### src/rtl/i2c_master.sv
`default_nettype none
// ============================================================================
// Module   : i2c_master
// Brief    : Single-byte I2C master: START, 7-bit address + R/W, one data
//            byte (write or read), ACK/NACK handling and STOP.
// Revision : 1.0 - initial release
// ============================================================================
module i2c_master #(
    parameter int CLK_DIV = 250
) (
    input  logic       clk,
    input  logic       rstn,
    input  logic       cmd_start,
    input  logic [6:0] cmd_addr,
    input  logic       cmd_rw,
    input  logic [7:0] cmd_wdata,
    output logic       busy,
    output logic       done,
    output logic       ack_err,
    output logic [7:0] rdata,
    output logic       SCL_o,
    input  logic       SDA_i,
    output logic       SDA_o,
    output logic       SDA_in_en
);

    localparam int                 c_CNT_W   = (CLK_DIV > 1) ? $clog2(CLK_DIV) : 1;
    localparam logic [c_CNT_W-1:0] c_CNT_MAX = c_CNT_W'(CLK_DIV - 1);

    typedef enum logic [3:0] {
        S_IDLE  = 4'd0,
        S_START = 4'd1,
        S_ADDR  = 4'd2,
        S_AACK  = 4'd3,
        S_WRITE = 4'd4,
        S_WACK  = 4'd5,
        S_READ  = 4'd6,
        S_MACK  = 4'd7,
        S_STOP  = 4'd8
    } state_t;

    state_t             r_state, w_state_nxt;
    logic [c_CNT_W-1:0] r_cnt, w_cnt_nxt;
    logic [1:0]         r_q, w_q_nxt;
    logic [2:0]         r_bit, w_bit_nxt;
    logic [7:0]         r_addr_byte, r_wdata, r_sr, r_rdata;
    logic               r_nack, r_busy, r_done, r_ack_err, r_scl, r_sda_rel;
    logic               w_accept, w_cnt_end, w_sample, w_slot_end, w_done_nxt;
    logic               w_scl_nxt, w_rel_nxt;

    // done-cycle still counts as busy for command acceptance
    always_comb begin
        w_accept   = cmd_start && (r_state == S_IDLE) && !r_done;
        w_cnt_end  = (r_cnt == c_CNT_MAX);
        w_sample   = w_cnt_end && (r_q == 2'd2);
        w_slot_end = w_cnt_end && (r_q == 2'd3);
    end

    always_comb begin
        w_state_nxt = r_state;
        w_done_nxt  = 1'b0;
        if (r_state == S_IDLE) begin
            if (w_accept) w_state_nxt = S_START;
        end else if (w_slot_end) begin
            case (r_state)
                S_START: w_state_nxt = S_ADDR;
                S_ADDR:  if (r_bit == 3'd7) w_state_nxt = S_AACK;
                S_AACK:  w_state_nxt = r_nack ? S_STOP : (r_addr_byte[0] ? S_READ : S_WRITE);
                S_WRITE: if (r_bit == 3'd7) w_state_nxt = S_WACK;
                S_WACK:  w_state_nxt = S_STOP;
                S_READ:  if (r_bit == 3'd7) w_state_nxt = S_MACK;
                S_MACK:  w_state_nxt = S_STOP;
                S_STOP: begin
                    w_state_nxt = S_IDLE;
                    w_done_nxt  = 1'b1;
                end
                default: w_state_nxt = S_IDLE;
            endcase
        end
    end

    always_comb begin
        w_cnt_nxt = '0;
        w_q_nxt   = 2'd0;
        w_bit_nxt = 3'd0;
        if (r_state != S_IDLE) begin
            w_cnt_nxt = w_cnt_end ? '0 : r_cnt + c_CNT_W'(1);
            w_q_nxt   = w_cnt_end ? r_q + 2'd1 : r_q;
            w_bit_nxt = r_bit;
            if (w_slot_end && ((r_state == S_ADDR) || (r_state == S_WRITE) || (r_state == S_READ)))
                w_bit_nxt = r_bit + 3'd1;
        end
    end

    // Bus levels are computed for the upcoming position so the registered pins line up with it
    always_comb begin
        w_scl_nxt = 1'b1;
        w_rel_nxt = 1'b1;
        case (w_state_nxt)
            S_START: w_rel_nxt = ~w_q_nxt[1];
            S_ADDR: begin
                w_scl_nxt = w_q_nxt[1];
                w_rel_nxt = r_addr_byte[3'd7 - w_bit_nxt];
            end
            S_WRITE: begin
                w_scl_nxt = w_q_nxt[1];
                w_rel_nxt = r_wdata[3'd7 - w_bit_nxt];
            end
            S_AACK, S_WACK, S_READ, S_MACK: w_scl_nxt = w_q_nxt[1];
            S_STOP: begin
                w_scl_nxt = (w_q_nxt != 2'd0);
                w_rel_nxt = w_q_nxt[1];
            end
            default: begin
                w_scl_nxt = 1'b1;
                w_rel_nxt = 1'b1;
            end
        endcase
    end

    always_ff @(posedge clk or negedge rstn) begin
        if (!rstn) begin
            r_state   <= S_IDLE;
            r_cnt     <= '0;
            r_q       <= 2'd0;
            r_bit     <= 3'd0;
            r_scl     <= 1'b1;
            r_sda_rel <= 1'b1;
            r_done    <= 1'b0;
        end else begin
            r_state   <= w_state_nxt;
            r_cnt     <= w_cnt_nxt;
            r_q       <= w_q_nxt;
            r_bit     <= w_bit_nxt;
            r_scl     <= w_scl_nxt;
            r_sda_rel <= w_rel_nxt;
            r_done    <= w_done_nxt;
        end
    end

    always_ff @(posedge clk or negedge rstn) begin
        if (!rstn) begin
            r_busy      <= 1'b0;
            r_ack_err   <= 1'b0;
            r_nack      <= 1'b0;
            r_addr_byte <= 8'd0;
            r_wdata     <= 8'd0;
            r_sr        <= 8'd0;
            r_rdata     <= 8'd0;
        end else begin
            if (w_accept) begin
                r_busy      <= 1'b1;
                r_ack_err   <= 1'b0;
                r_nack      <= 1'b0;
                r_addr_byte <= {cmd_addr, cmd_rw};
                r_wdata     <= cmd_wdata;
            end else if (w_done_nxt) begin
                r_busy    <= 1'b0;
                r_ack_err <= r_nack;
                // in a read the only ACK slot is the address one
                if (r_addr_byte[0] && !r_nack) r_rdata <= r_sr;
            end
            if (w_sample) begin
                if (((r_state == S_AACK) || (r_state == S_WACK)) && SDA_i) r_nack <= 1'b1;
                if (r_state == S_READ) r_sr <= {r_sr[6:0], SDA_i};
            end
        end
    end

    assign busy      = r_busy;
    assign done      = r_done;
    assign ack_err   = r_ack_err;
    assign rdata     = r_rdata;
    assign SCL_o     = r_scl;
    assign SDA_o     = r_sda_rel;
    assign SDA_in_en = r_sda_rel;

endmodule
`default_nettype wire

### config.mk
export PLATFORM = sky130hd
export DESIGN_NAME = i2c_master
export DESIGN_NICKNAME = d
export VERILOG_FILES = /design/src/rtl/i2c_master.sv
export SDC_FILE = /design/constraint.sdc
export NUM_CORES = 1
export LEC_CHECK = 0
export BUFFER_PORTS_ARGS = -buffer_cell sky130_fd_sc_hd__buf_2
export CORE_UTILIZATION = 57
export DETAILED_ROUTE_END_ITERATION = 7
export HOLD_SLACK_MARGIN = 0.1
export PLACE_DENSITY = 0.85
export SLEW_MARGIN = 20
export SYNTH_ARGS = -nofsm -noshare
export SYNTH_HDL_FRONTEND = slang
export SYNTH_SLANG_ARGS = --single-unit
### constraint.sdc
create_clock -name clk -period 2.4 [get_ports clk]
set_input_delay 0.36 -clock clk [delete_from_list [all_inputs] [get_ports clk]]
set_output_delay 0.36 -clock clk [all_outputs]
set_load 0.05 [all_outputs]
==> results of run 1 <==
area by class of cell:
| cell class | instances | area, sq um | area share |
|---|---|---|---|
| Inverter | 13 | 48.80 | 0.01501 |
| Clock buffer | 6 | 72.57 | 0.02232 |
| Multi-Input combinational cell | 162 | 1355 | 0.4167 |
| Sequential cell | 55 | 1383 | 0.4252 |
| Timing Repair Buffer | 50 | 315.3 | 0.09696 |
| Clock inverter | 2 | 12.51 | 0.003848 |
| Tap cell | 52 | 65.06 | 0.02001 |
repair_timing:
action | 4_1_cts | 5_1_grt
setup endpoints to repair | 1 | 2
resized for setup | 2 | 19
hold buffers | 1 | 0
endpoints found under the hold margin | 53 | 0
setup buffers | 1 | 7
pin swaps | 0 | 7
state kept, by name (all words and copies together), names as in the netlist:
register     flops
r_cnt            8
r_nack           1
r_state          4
r_addr_byte      8
done             1
SCL_o            1
SDA_in_en        1
r_q              2
rdata            8
r_wdata          8
ack_err          1
r_bit            3
busy             1
r_sr             8
placed cells by master (no fill, tap or decap), types with 3 or more instances in the layout:
master / instances
inv_1: 12
nand2_1: 10
nand3_1: 10
xor2_1: 4
buf_4: 13
o211ai_1: 5
clkbuf_8: 5
mux2_2: 33
xnor2_1: 4
a21oi_1: 9
ha_1: 4
dfrtp_1: 50
dfrtp_2: 3
nor2_1: 22
o21ai_0: 6
and3_1: 3
buf_2: 33
metrics by stage:
| stage | hold slack [ns] | util |
|---|---|---|
| 2_1_floorplan | 0.06441 | - |
| 3_3_place_gp | 0.3765 | 0.6672 |
| 3_5_place_dp | 0.3801 | 0.6672 |
| 4_1_cts | 0.2697 | 0.6919 |
| 5_1_grt | 0.2675 | 0.7219 |
| 6_report | 0.2650 | 0.7219 |
path summary, 6_finish.rpt:
path                       slack, ns                         end                 start
min in group asynchronous       0.55        rdata[4]$_DFFE_PN0P_                  rstn
max reg2reg                    -0.04         SDA_in_en$_DFF_PN1_    r_cnt[1]$_DFF_PN0_
max                            -0.04         SDA_in_en$_DFF_PN1_    r_cnt[1]$_DFF_PN0_
min reg2reg                     0.51        rdata[3]$_DFFE_PN0P_  rdata[3]$_DFFE_PN0P_
min                             0.27  r_addr_byte[2]$_DFFE_PN0P_           cmd_addr[1]
max in group asynchronous       1.57         SDA_in_en$_DFF_PN1_                  rstn
routing by layer:
layer  vias up  wire, um  GRT usage
met2        99      3080     0.3577
li1        947         -          -
met1      1032      2544     0.3038
met3        18       469    0.07032
met4         0       142     0.1024
met5         -         0          0
kinds of logic after synthesis:
kind of cell,count (synthesis),share of synthesized area
compound gates,43,0.1085
xor+xnor,9,0.02860
fa+ha+maj,6,0.02723
buf+inv,21,0.03722
flops,55,0.5002
mux,37,0.1493
simple gates,67,0.1489
worst max-delay path, cell delays in order (launching register included):
cell      delay, ns
dfrtp_1        0.42
inv_2          0.08
ha_4           0.14
nand4b_4       0.18
buf_6          0.17
o211ai_1       0.21
o211a_1        0.32
buf_6          0.14
o22ai_2        0.08
nor4_4         0.29
nor2_1         0.07
a32oi_1        0.24
power breakdown:
group / internal [W] / leakage, nW / switching [W]
registers: 0.000927 / 0.727 / 0.000000742
clock network: 0.000205 / 0.0412 / 0.000308
logic: 0.0000161 / 0.801 / 0.0000219
==> results.sh, run 1 <==
export IMPL_synth_seq_cells=55
export IMPL_p_per_area_mw_per_mm2=454.8
export IMPL_fp_dieArea_sq_mm=0.005118
export IMPL_synth_edf_count=0
export IMPL_p_leak_nw=1.569
export IMPL_hpwl_um=3946
export IMPL_die_h_um=71.54
export IMPL_postLayoutCellArea_sq_mm=0.003252
export IMPL_synth_area_top_cells="dfrtp_1 (48%), mux2_2 (13%), nor2_1 (3.0%), ha_1 (2.7%), dfstp_2 (1.9%)"
export IMPL_first_iter_violations=183
export IMPL_cts_buffers=5
export IMPL_synth_top_area_share=0.4812
export IMPL_drtPass1Iterations=4
export IMPL_ys_types=53
export IMPL_fmax_mhz=410.6
export IMPL_rr_worst_depth=11
export IMPL_clk_pin_slew_ns=0.10
export IMPL_layout_nets=313
export IMPL_synth_main_ff_cell="dfrtp_1"
export IMPL_ys_seq_area_frac=0.5002
export IMPL_cts_root_buf="clkbuf_8"
export IMPL_pre_cts_slack_ns=-0.02691
export IMPL_fin_crit_ns=2.436
export IMPL_cts_sinks=55
export IMPL_instances_no_fill=340
export IMPL_htreeDepth=2
export IMPL_worstSetupStartpointType="register"
export IMPL_timing_slew_headroom=0.6809
export IMPL_placed_area_sq_mm=0.003005
export IMPL_setup_tns_ns=-0.03551
export IMPL_grt_ovfl_total=0
export IMPL_crit_path_max_fanout=7
export IMPL_drt_wl_total_um=6235
export IMPL_maxSlewViolCount=0
export IMPL_total_power_w=0.001479
export IMPL_viasPerCell=6.165
export IMPL_tritoncts="yes"
export IMPL_io_pins=34
export IMPL_clk_latency_ns=0.32
export IMPL_area_delta_synth_final_pct=17.98
export IMPL_grt_use_total=0.2312
export IMPL_synth_common_cells="dfrtp_1 (53), mux2_2 (33), nor2_1 (22)"
export IMPL_grt_pass1_wl_um=8956
export IMPL_fin_skew_ns=0.007620
export IMPL_grt_setup_unrepaired="true"
export IMPL_gp_congestion=0.9991
export IMPL_grt_pass1_vias=1925
export IMPL_vias=2096
export IMPL_antenna_cells=0
export IMPL_final_period_utilization=1.015
export IMPL_coreArea_sq_mm=0.004504
export IMPL_worstHoldPathType="input port to register"
export IMPL_io_buffers=33
export IMPL_setup_ws_ns=-0.03551
export IMPL_finalSetupViolCount=1
export IMPL_synthesis_nets=264
export IMPL_syn_avg_cell_area_sq_um=11.58
export IMPL_drcViolationCount=0
export IMPL_syn_cell_area_sq_mm=0.002756
export IMPL_peakVddDrop_uv=405.4
export IMPL_ys_async_sr_fraction=1.000
export IMPL_min_path_cells=2
export IMPL_clock_tree_buffer_depth=2
export IMPL_synthCells=238
export IMPL_antenna_found_initial=0
export IMPL_place_inst=323
export IMPL_worst_pin_slew_ns=0.4766
export IMPL_end_kind="register"
export IMPL_path_class="register to register"
export IMPL_die_x_um=71.54
export IMPL_grt_max_degree=56
export IMPL_wl_per_cell_um=18.34
export IMPL_std_cell_rows=24
export IMPL_synth_top_area_cell="dfrtp_1"
export IMPL_worstPathArrival_ns=2.67
export IMPL_finalHoldViolations=0
export IMPL_worstPathRequired_ns=2.63
export IMPL_nFillCells=319
export IMPL_ant_nets=0
export IMPL_maxCapViolations=0
export IMPL_drive_above_1_share=0.4132
export IMPL_violations="negative setup slack"
export IMPL_start_util=0.6119
export IMPL_synth_warnings=0
export IMPL_status="finished, violations left"
export IMPL_yosysMostFrequentCell="dfrtp_1"
Power figures use the tool's default switching activity.
==> run 2, diff against run 1 <==
--- a/config.mk
+++ b/config.mk
@@ -10,6 +10,7 @@
 export DETAILED_ROUTE_END_ITERATION = 7
 export HOLD_SLACK_MARGIN = 0.1
 export PLACE_DENSITY = 0.85
+export RECOVER_POWER = 100
 export SLEW_MARGIN = 20
 export SYNTH_ARGS = -nofsm -noshare
 export SYNTH_HDL_FRONTEND = slang
==> run 2 against run 1 <==
The run still ends with negative setup slack left; global-route usage is the same; setup slack lost 0.013 ns; critical path depth is the same; wire length shrank 0.32%; power shrank 0.42%; core utilization shrank 0.67 points; register-to-register slack is essentially flat; via count grew 1.1%; maximum frequency shrank 0.53%; sequential cell count is the same; worst hold slack gained 0.00066 ns; final cell count is the same; critical endpoint unchanged.
==> results.sh, run 2 (synthesis results as in run 1) <==
export IMPL_status="finished, violations left"
export IMPL_violations="negative setup slack"
export IMPL_end_kind="register"
export IMPL_coreArea_sq_mm=0.004504
export IMPL_die_h_um=71.54
export IMPL_drtPass1Iterations=4
export IMPL_clk_latency_ns=0.32
export IMPL_htreeDepth=2
export IMPL_hpwl_um=3946
export IMPL_final_seq_area_sq_mm=0.001383
export IMPL_viasPerCell=6.232
export IMPL_p_per_area_mw_per_mm2=457.1
export IMPL_peakVddDrop_uv=405.4
export IMPL_grt_max_degree=56
export IMPL_reg2reg_slack_ns=-0.05
export IMPL_finalHoldViolations=0
export IMPL_tritoncts="yes"
export IMPL_std_cell_rows=24
export IMPL_cts_buffers=5
export IMPL_antenna_cells=0
export IMPL_path_class="register to register"
export IMPL_layout_nets=313
export IMPL_grt_ovfl_total=0
export IMPL_final_cell_mix="dfrtp_1 (50), mux2_2 (33), nor2_1 (22)"
export IMPL_cts_sinks=55
export IMPL_instances_no_fill=340
export IMPL_place_inst=323
export IMPL_grt_setup_unrepaired="true"
export IMPL_first_iter_violations=231
export IMPL_worst_pin_slew_ns=1.302
export IMPL_mostFrequentLayoutCell="dfrtp_1"
export IMPL_clock_tree_buffer_depth=2
export IMPL_worstSetupStartpoint="r_cnt[1]$_DFF_PN0_"
export IMPL_r2r_end="SDA_in_en$_DFF_PN1_"
export IMPL_antenna_found_initial=0
export IMPL_worstPathArrival_ns=2.68
export IMPL_drive_above_1_share=0.3715
export IMPL_fin_util=0.7153
export IMPL_worstHoldPathType="input port to register"
export IMPL_grt_use_total=0.2312
export IMPL_io_buffers=33
export IMPL_io_pins=34
export IMPL_drcViolationCount=0
export IMPL_gp_congestion=0.9991
export IMPL_p_leak_nw=1.521
export IMPL_worstPathRequired_ns=2.63
export IMPL_wl_per_cell_um=18.28
export IMPL_crit_path_max_fanout=7
export IMPL_fp_dieArea_sq_mm=0.005118
export IMPL_final_period_utilization=1.020
export IMPL_cp_endpoint="SDA_in_en$_DFF_PN1_"
export IMPL_cts_root_buf="clkbuf_8"
export IMPL_fin_crit_ns=2.449
export IMPL_fmax_mhz=408.4
export IMPL_ant_nets=0
export IMPL_worstSetupStartpointType="register"
export IMPL_clk_pin_slew_ns=0.10
export IMPL_fin_skew_ns=0.008358
export IMPL_start_util=0.6119
export IMPL_pre_cts_slack_ns=-0.02691
export IMPL_grt_pass1_wl_um=8956
export IMPL_multi_input_area_sq_mm=0.001355
export IMPL_rr_worst_depth=11
export IMPL_total_power_w=0.001473
export IMPL_setup_ws_ns=-0.04860
export IMPL_timing_slew_headroom=0.1317
export IMPL_vias=2119
export IMPL_die_x_um=71.54
export IMPL_maxCapViolations=0
export IMPL_area_delta_synth_final_pct=16.89
export IMPL_grt_pass1_vias=1925
export IMPL_finalSetupViolCount=1
export IMPL_maxSlewViolCount=0
export IMPL_nFillCells=326
export IMPL_drt_wl_total_um=6215
export IMPL_r2r_start="r_cnt[1]$_DFF_PN0_"
run 2: cell types whose count changed in the layout (fill, tap and decap cells not counted):
cell      previous run  this run
clkbuf_1             1        13
clkbuf_2             0         1
buf_2               33        21
buf_12               1         0
run 2: worst min-delay path by stage:
stage                      start  cells after the start  slack [ns]                         end
detailed placement          rstn                      2        0.38        rdata[4]$_DFFE_PN0P_
floorplan                   rstn                      0        0.06         ack_err$_DFFE_PN0P_
finish               cmd_addr[1]                      2        0.27  r_addr_byte[2]$_DFFE_PN0P_
global route        cmd_wdata[5]                      2        0.27      r_wdata[5]$_DFFE_PN0P_
CTS                 cmd_wdata[5]                      2        0.27      r_wdata[5]$_DFFE_PN0P_
global placement            rstn                      2        0.38        rdata[4]$_DFFE_PN0P_
run 2: power by group:
group	internal, W	switching, W
clock network	0.000205	0.000306
logic	0.0000131	0.0000212
registers	0.000927	0.000000742
run 2: timing repair:
action,in CTS,in global routing
gates resized for setup,2,19
endpoints found under the setup margin,1,2
hold buffers,1,0
endpoints found under the hold margin,53,0
pin swaps,0,7
buffers inserted,1,7
run 2: area by class of cell:
type                    count  share of cell area
flip-flops and latches     55              0.4291
multi-input cells         162              0.4206
repair buffers             50             0.08854
clock buffers               6             0.02252
well taps                  52             0.02019
inverters                  13             0.01515
clock inverters             2            0.003883
run 2: per-layer routing:
layer / wire [um] / GRT usage / vias to the layer above / share of wire
li1: - / - / 947 / -
met1: 2512 / 0.3038 / 1048 / 0.40
met2: 3053 / 0.3577 / 108 / 0.49
met3: 498 / 0.07032 / 16 / 0.080
met4: 150 / 0.1024 / 0 / 0.024
met5: 0 / 0 / - / 0
run 2: critical path: stages (launching register included):
cell and delay (ns):
dfrtp_1 0.42, inv_2 0.08, ha_4 0.14, nand4b_4 0.18
buf_6 0.17, o211ai_1 0.21, o211a_1 0.32, buf_6 0.14
o22ai_2 0.08, nor4_4 0.29, nor2_1 0.07, a32oi_1 0.25
run 2: through the flow:
step	TNS [ns]	hold slack, ns	area (sq um)
6_report	-0.04860	0.2657	3222
4_1_cts	0	0.2697	3117
5_1_grt	-0.08693	0.2675	3222
2_1_floorplan	0	0.06441	2756
3_3_place_gp	0	0.3765	3005
3_5_place_dp	-0.02691	0.3801	3005
==> run 3, diff against run 2 <==
--- a/config.mk
+++ b/config.mk
@@ -11,6 +11,7 @@
 export HOLD_SLACK_MARGIN = 0.1
 export PLACE_DENSITY = 0.85
 export RECOVER_POWER = 100
+export SETUP_SLACK_MARGIN = 0.05
 export SLEW_MARGIN = 20
 export SYNTH_ARGS = -nofsm -noshare
 export SYNTH_HDL_FRONTEND = slang
==> run 3 against run 2 <==
The flow still finishes with violations (negative setup slack); sequential share of layout area is 0.72 points lower; via count is 0.99% lower; cell area is 1.8% higher; global-route usage is 0.18 points higher; critical path depth stayed put; combinational power hardly changed; sequential cell count stayed put; non-clock buffer count stayed put; sequential power hardly changed; clock power is 2% lower; critical endpoint unchanged; largest power group unchanged.
==> results.sh, run 3 (synthesis results as in run 1) <==
export IMPL_status="finished, violations left"
export IMPL_violations="negative setup slack"
export IMPL_layout_nets=313
export IMPL_final_cell_mix="dfrtp_1 (49), mux2_2 (33), nor2_1 (21)"
export IMPL_cpPeakStageDelay_ns=0.42
export IMPL_worstSetupStartpointType="register"
export IMPL_mostFrequentLayoutCell="dfrtp_1"
export IMPL_grt_setup_unrepaired="true"
export IMPL_grtUsageMet2=0.3693
export IMPL_crit_slowest_cell="dfrtp_1"
export IMPL_clk_latency_ns=0.31
export IMPL_fin_skew_ns=0.007831
export IMPL_finalHoldViolations=0
export IMPL_final_period_utilization=1.026
export IMPL_cts_sinks=55
export IMPL_antenna_found_initial=0
export IMPL_peakVddDrop_uv=391.9
export IMPL_wl_per_cell_um=17.87
export IMPL_postLayoutCellArea_sq_mm=0.003279
export IMPL_drtPass1Iterations=6
export IMPL_fin_crit_ns=2.463
export IMPL_tritoncts="yes"
export IMPL_htreeDepth=2
export IMPL_grt_ovfl_total=0
export IMPL_p_per_area_mw_per_mm2=446.9
export IMPL_worst_pin_slew_ns=1.320
export IMPL_grt_util_met3=0.05907
export IMPL_placed_area_sq_mm=0.003005
export IMPL_drive_above_1_share=0.3785
export IMPL_p_leak_nw=1.585
export IMPL_area_delta_synth_final_pct=18.97
export IMPL_cts_root_buf="clkbuf_8"
export IMPL_clk_pin_slew_ns=0.10
export IMPL_grt_pass1_vias=1949
export IMPL_hpwl_um=3946
export IMPL_grt_max_degree=56
export IMPL_grt_pass1_wl_um=9066
export IMPL_finalSetupViolCount=1
export IMPL_fp_dieArea_sq_mm=0.005118
export IMPL_timing_slew_headroom=0.1203
export IMPL_drt_wl_total_um=6077
export IMPL_io_buffers=33
export IMPL_path_class="register to register"
export IMPL_start_util=0.6119
export IMPL_worstHoldPathType="input port to register"
export IMPL_grtUsageMet1=0.3113
export IMPL_worstPathArrival_ns=2.69
export IMPL_setup_ws_ns=-0.06337
export IMPL_ant_nets=0
export IMPL_drcViolationCount=0
export IMPL_first_iter_violations=227
export IMPL_io_pins=34
export IMPL_grt_busiest_layer="met2"
export IMPL_grt_use_total=0.2330
export IMPL_fin_util=0.7281
export IMPL_viasPerCell=6.171
export IMPL_die_x_um=71.54
export IMPL_coreArea_sq_mm=0.004504
export IMPL_vias=2098
export IMPL_antenna_cells=0
export IMPL_gp_congestion=0.9991
export IMPL_std_cell_rows=24
export IMPL_die_h_um=71.54
export IMPL_fmax_mhz=405.9
export IMPL_setup_tns_ns=-0.06337
export IMPL_cts_buffers=5
export IMPL_maxSlewViolCount=0
export IMPL_maxCapViolations=0
export IMPL_worstPathRequired_ns=2.63
export IMPL_cp_cell_sequence="inv_2 > ha_4 > nand4b_4 > buf_12 > nor4b_4 > buf_6 > mux2i_4 > o211ai_1 > o22ai_1 > a21oi_1 > a32oi_1"
export IMPL_crit_path_max_fanout=6
export IMPL_end_kind="register"
export IMPL_clock_tree_buffer_depth=2
## run 3: cell count changes in the layout (fill, tap and decap cells not counted), moves of 2 or more
| cell | change |
|---|---|
| o21ai_1 | -2 |
| mux2i_2 | -2 |
| o21ai_2 | +2 |
| mux2i_4 | +2 |
| clkbuf_1 | +2 |
| buf_2 | -2 |
## run 3: worst paths after layout
| path | startpoint | to | slack, ns | cells past startpoint |
|---|---|---|---|---|
| worst max-delay path | r_cnt[1]$_DFF_PN0_ | SDA_in_en$_DFF_PN1_ | -0.06 | 11 |
| worst min-delay path | cmd_addr[1] | r_addr_byte[2]$_DFFE_PN0P_ | 0.27 | 2 |
| worst max register to register | r_cnt[1]$_DFF_PN0_ | SDA_in_en$_DFF_PN1_ | -0.06 | 11 |
| worst min register to register | r_wdata[0]$_DFFE_PN0P_ | r_wdata[0]$_DFFE_PN0P_ | 0.51 | 1 |
| max in group asynchronous | rstn | r_state[0]$_DFF_PN0_ | 0.57 | 3 |
| min in group asynchronous | rstn | rdata[4]$_DFFE_PN0P_ | 0.95 | 3 |
## run 3: power by group
group,total [W],internal [W],switching (W)
registers,0.000928,0.000927,0.000000837
logic,0.0000343,0.0000130,0.0000213
clock network,0.000503,0.000205,0.000299
total,0.00147,0.00114,0.000321
## run 3: area by class of cell
cell class                      count  area (sq um)
Timing Repair Buffer               50         291.5
Clock buffer                        6         72.57
Tap cell                           52         65.06
Clock inverter                      2         12.51
Fill cell                         307          1225
Multi-Input combinational cell    162          1405
Inverter                           13         48.80
Sequential cell                    55          1384
## run 3: repair_timing
| action | in CTS | in global routing |
|---|---|---|
| hold buffers | 1 | 0 |
| gates cloned | 0 | 0 |
| pin swaps | 2 | 6 |
| hold endpoints to repair | 53 | 0 |
| setup endpoints to repair | 1 | 2 |
| gates resized for setup | 10 | 18 |
| buffers inserted | 3 | 5 |
## run 3: layer usage
metal | up-vias | share of wire
met2 | 117 | 0.48
met5 | - | 0
met3 | 24 | 0.083
li1 | 952 | -
met4 | 0 | 0.029
met1 | 1005 | 0.41
## run 3: stage by stage
step | worst slack [ns] | hold slack, ns | power, W | instances
2_1_floorplan | 0.1919 | 0.06441 | 0.0009469 | 238
3_3_place_gp | 0.1241 | 0.3765 | 0.0009828 | 323
3_5_place_dp | -0.02691 | 0.3801 | 0.0009841 | 323
4_1_cts | 0.05651 | 0.2697 | 0.001477 | 335
5_1_grt | -0.1633 | 0.2622 | 0.001516 | 340
6_report | -0.06337 | 0.2696 | 0.001466 | 340
## run 3: critical path, delay by kind of cell, from the launching register on
kind / cells / cell delay (ns)
adders and majority gates: 1 / 0.14
AOI/OAI and AO/OA: 4 / 0.79
buffers and inverters: 3 / 0.41
muxes: 1 / 0.22
and+or+nand+nor: 2 / 0.39
DFF: 1 / 0.42
